`config.mk`:
```
export PLATFORM = sky130hd
export DESIGN_NAME = muldiv_sequencer
export DESIGN_NICKNAME = d
export VERILOG_FILES = /design/src/rtl/muldiv_sequencer.sv
export SDC_FILE = /design/constraint.sdc
export NUM_CORES = 1
export LEC_CHECK = 0
export BUFFER_PORTS_ARGS = -buffer_cell sky130_fd_sc_hd__buf_2
export CORE_ASPECT_RATIO = 0.9
export CORE_MARGIN = 8
export CORE_UTILIZATION = 45
export CTS_BUF_LIST = sky130_fd_sc_hd__clkbuf_4 sky130_fd_sc_hd__clkbuf_8 sky130_fd_sc_hd__clkbuf_16
export DETAILED_ROUTE_END_ITERATION = 6
export PLACE_DENSITY = 0.92
export SLEW_MARGIN = 20
export SYNTH_ARGS = -nofsm -noshare
export SYNTH_HDL_FRONTEND = slang
export SYNTH_SLANG_ARGS = --single-unit
```
`constraint.sdc`:
```
create_clock -name clk -period 3.43 [get_ports clk]
set_input_delay 0.686 -clock clk [delete_from_list [all_inputs] [get_ports clk]]
set_output_delay 0.686 -clock clk [all_outputs]
set_load 0.05 [all_outputs]
```
`src/rtl/muldiv_sequencer.sv`:
```
// Sequences the iterative multiply/divide units: start pulse, bounded wait, HI/LO write.
// Optional feature: define MULDIV_ABORT_EN to add an abort input that cancels START/RUN.
module muldiv_sequencer #(
    parameter int MAX_CYCLES = 40,
    parameter int CNT_W      = 6
) (
    input  logic        clk,
    input  logic        reset,
    input  logic        cmd_valid,
    input  logic [1:0]  cmd_op,
    input  logic [31:0] divisor,
    input  logic        mult_done,
    input  logic        div_done,
`ifdef MULDIV_ABORT_EN
    input  logic        abort,
`endif
    output logic        mult_start,
    output logic        div_start,
    output logic        hi_we,
    output logic        lo_we,
    output logic        hilo_sel,
    output logic        busy,
    output logic        done,
    output logic        div0_exc,
    output logic        timeout_exc,
    output logic        illegal_exc
);

    localparam logic [CNT_W-1:0] CNT_LAST = CNT_W'(MAX_CYCLES - 1);

    typedef enum logic [2:0] {
        IDLE, START, RUN, WRITE, FIN, EXC
    } stateT;

    typedef enum logic [1:0] {
        OP_NONE = 2'b00, OP_MULT = 2'b01, OP_DIV = 2'b10, OP_BAD = 2'b11
    } opT;

    typedef enum logic [1:0] {
        EXC_NONE, EXC_ILLEGAL, EXC_DIV0, EXC_TIMEOUT
    } excT;

    typedef struct packed {
        opT  op;
        excT cause;
    } cmdLatchT;

    stateT            state, stateNext;
    logic [CNT_W-1:0] counter, counterNext;
    cmdLatchT         cmdLatch, cmdLatchNext;
    logic             hiloSelQ, hiloSelNext;
    logic             unitDone;

    always_ff @(posedge clk) begin
        if (reset) begin
            state    <= IDLE;
            counter  <= '0;
            cmdLatch <= '{op: OP_NONE, cause: EXC_NONE};
            hiloSelQ <= 1'b0;
        end else begin
            state    <= stateNext;
            counter  <= counterNext;
            cmdLatch <= cmdLatchNext;
            hiloSelQ <= hiloSelNext;
        end
    end

    // Only the unit that was actually started is listened to.
    assign unitDone = (cmdLatch.op == OP_MULT) ? mult_done : div_done;

    always_comb begin
        stateNext    = state;
        counterNext  = counter;
        cmdLatchNext = cmdLatch;
        hiloSelNext  = hiloSelQ;
        mult_start   = 1'b0;
        div_start    = 1'b0;
        hi_we        = 1'b0;
        lo_we        = 1'b0;
        done         = 1'b0;
        div0_exc     = 1'b0;
        timeout_exc  = 1'b0;
        illegal_exc  = 1'b0;

        case (state)
            IDLE: begin
                if (cmd_valid) begin
                    cmdLatchNext.op    = opT'(cmd_op);
                    cmdLatchNext.cause = EXC_NONE;
                    hiloSelNext        = (cmd_op == OP_DIV);
                    case (opT'(cmd_op))
                        OP_MULT: stateNext = START;
                        OP_DIV: begin
                            // A zero divisor never reaches the divide unit.
                            if (divisor == 32'd0) begin
                                cmdLatchNext.cause = EXC_DIV0;
                                stateNext          = EXC;
                            end else begin
                                stateNext = START;
                            end
                        end
                        default: begin
                            cmdLatchNext.cause = EXC_ILLEGAL;
                            stateNext          = EXC;
                        end
                    endcase
                end
            end

            START: begin
                mult_start  = (cmdLatch.op == OP_MULT);
                div_start   = (cmdLatch.op == OP_DIV);
                counterNext = '0;
                stateNext   = RUN;
            end

            RUN: begin
                if (counter != CNT_LAST) begin
                    counterNext = counter + 1'b1;
                end
                // A result arriving on the final allowed cycle still counts.
                if (unitDone) begin
                    stateNext = WRITE;
                end else if (counter == CNT_LAST) begin
                    cmdLatchNext.cause = EXC_TIMEOUT;
                    stateNext          = EXC;
                end
            end

            WRITE: begin
                hi_we     = 1'b1;
                lo_we     = 1'b1;
                stateNext = FIN;
            end

            FIN: begin
                done      = 1'b1;
                stateNext = IDLE;
            end

            EXC: begin
                div0_exc    = (cmdLatch.cause == EXC_DIV0);
                timeout_exc = (cmdLatch.cause == EXC_TIMEOUT);
                illegal_exc = (cmdLatch.cause == EXC_ILLEGAL);
                stateNext   = IDLE;
            end

            default: stateNext = IDLE;
        endcase

`ifdef MULDIV_ABORT_EN
        if (abort && (state == START || state == RUN)) begin
            stateNext = IDLE;
        end
`endif
    end

    assign busy     = (state != IDLE);
    assign hilo_sel = hiloSelQ;

endmodule

```
==> metrics.csv <==
metric,value,unit
Clock Skews,0.00279,ns
DR iter-0 viols,21,
Mean Syn Cell Area,8.19,µm²
vias in the first global route,940,
Die ar.,0.00347,mm²
"Seq/Total Area, Yosys",0.339,
Synth area leaders,"dfxtp_1, nor2_1, mux2i_1",
largest net degree at the start of global routing,12,
Reg2Reg Setup Slack,1.77,ns
height of the die,56.7,µm
worst setup path class,reg -> out,
Mapped Area,827,µm²
initial antenna violation count,0,
CTS sink count,14,
Post-CTS Setup Repair Bufs,0,
routability cong.,0.829,
hold_sp,cmdLatch[0],
"most common cell after layout, fill and taps aside",buf_2,
CP arrival,1.79,ns
LEAKAGE,0.541,nW
CTS Root Cell,clkbuf_4,
dpl hpwl,2260,µm
CTS Buffer Depth,2,
CORE AREA,0.00170,mm²
CTS tree,yes,
most frequent cells in the layout,"buf_2, nor2_1, dfxtp_1, inv_1, nor4_1",
cell taking the most area after synthesis,dfxtp_1,
die width,61.2,µm
CP peak stage delay,0.49,ns
Max Fclk,403,MHz
Ports,49,
pwr/cell area,378,mW/mm²
final non-filler cell total,174,
maximum fanout along the worst path,8,
Vias,895,
Synth Net Count,143,
area occupied by multi-input gates,508,µm²
FF-to-FF Start,counter[5],
Area after DPL,0.00108,mm²
Worst-Skew Late Latency,0.29,ns
Sequential Area,280,µm²
# hold bufs at CTS,0,
PortBufs,48,
final count of pins violating max slew,0,
"Primary FF master, synth",dfxtp_1,
FP Rows,14,
Worst Path Required,2.74,ns
fin crit period,2.48,ns
CTS buffer count,3,
# diodes,0,
yosys warns,0,
Worst Tran Pin Value,0.487,ns
post-layout util,0.658,
crit path from,state[0],
Final Setup Violations,0,
grt total ovfl,0,
final net count,193,
Async SR Flop Fraction,0,
DR DRC count,0,
crit share post-route,0.723,
proportion of layout cells with a drive suffix above 1,0.373,
max-cap viol count,0,
Relative slew margins,0.674,
Synth top area share,0.339,
synthesized flop and latch total,14,
worst hold path class,reg -> reg,
Global Route Usage Sum,0.158,
crit end category,output port,
Hold Slack,0.506,ns
wire length per cell,15.2,µm
Resize count post-CTS,0,
Clock transition at path regs,0.09,ns
Detailed Route WL,2650,µm
RSZ-0062 raised after global routing,no,
first-pass GRT wire length,4150,µm
Vias/cell,5.14,
placed insts,170,
Final TNS setup,0,ns
startpoint types,flop,
H-tree levels,1,
Starting Density,0.487,
fill count,159,
DRT antenna net count,0,
Cells after Synth,101,
slowest stage cell on the critical path,dfxtp_1,
Post-synth EDFFs,0,
worst-path cell chain,nand2b_1 -> or2_2 -> nor3b_1 -> buf_2,
Area growth syn-to-layout,35.1,%
Worst VDD drop,305,µV
First-pass DRT Iterations,4,
Cell variety after synth,34,
Final Hold Viols,0,
outcome,completed,
Final Cell Area,0.00112,mm²
## path summary, 6_finish.rpt
kind	endpoint	cells after the start
max	div_start	4
min	cmdLatch[0]	1
max reg2reg	counter[5]	5
min reg2reg	cmdLatch[0]	1
## power breakdown
part	switching, mW	internal (mW)	total [mW]	leakage (nW)
Combinational	0.0654	0.0474	0.113	0.405
Clock	0.0564	0.0647	0.121	0.0210
Sequential	0.0144	0.174	0.188	0.114
Total	0.136	0.286	0.422	0.541
## Yosys cell counts (2+ instances only)
cell / count
dfxtp_1: 14
and3_1: 2
a21oi_1: 4
or3_1: 3
nor2_1: 14
o21ai_0: 4
ha_1: 3
xor2_1: 4
nand4_1: 2
nor4_1: 6
nand3_1: 4
mux2i_1: 4
a211oi_1: 2
inv_1: 6
nor3b_1: 3
and2_1: 3
nand2_1: 4
nor2b_1: 2
nor3_1: 2
## stage by stage
stage,setup WS (ns),power (mW)
2_1_floorplan,0.745,0.264
3_3_place_gp,1.36,0.299
3_5_place_dp,1.20,0.304
4_1_cts,0.967,0.422
5_1_grt,0.826,0.445
6_report,0.951,0.422
## state kept, by name (all words and copies together), names as in the netlist
name,count
counter,6
hilo_sel,1
cmdLatch,4
state,3
## critical path: cells and delay by family, from the launching register on
family,cells,cell delay [ns]
DFF,1,0.49
and+or+nand+nor,3,0.70
buffers and inverters,1,0.31
## area by class of cell
cell class	instances	area share
well taps	24	0.0269
inverters	6	0.0202
flip-flops and latches	14	0.251
multi-input cells	78	0.455
repair buffers	48	0.215
clock buffers	4	0.0325
## per-layer routing
metal	vias to the layer above	GRT usage	share of wire
li1	455	-	-
met1	404	0.174	0.39
met2	29	0.261	0.53
met3	7	0.0318	0.048
met4	0	0.0997	0.025
met5	-	0	0
## kinds of logic (layout without fill, tap and decap cells)
group | count (synthesis) | count (layout) | synth area share
simple gates | 51 | 51 | 0.346
compound gates | 15 | 15 | 0.121
flops | 14 | 14 | 0.339
buf+inv | 9 | 58 | 0.0469
xor+xnor | 5 | 5 | 0.0529
mux | 4 | 4 | 0.0484
fa+ha+maj | 3 | 3 | 0.0454
Power figures use the tool's default switching activity.
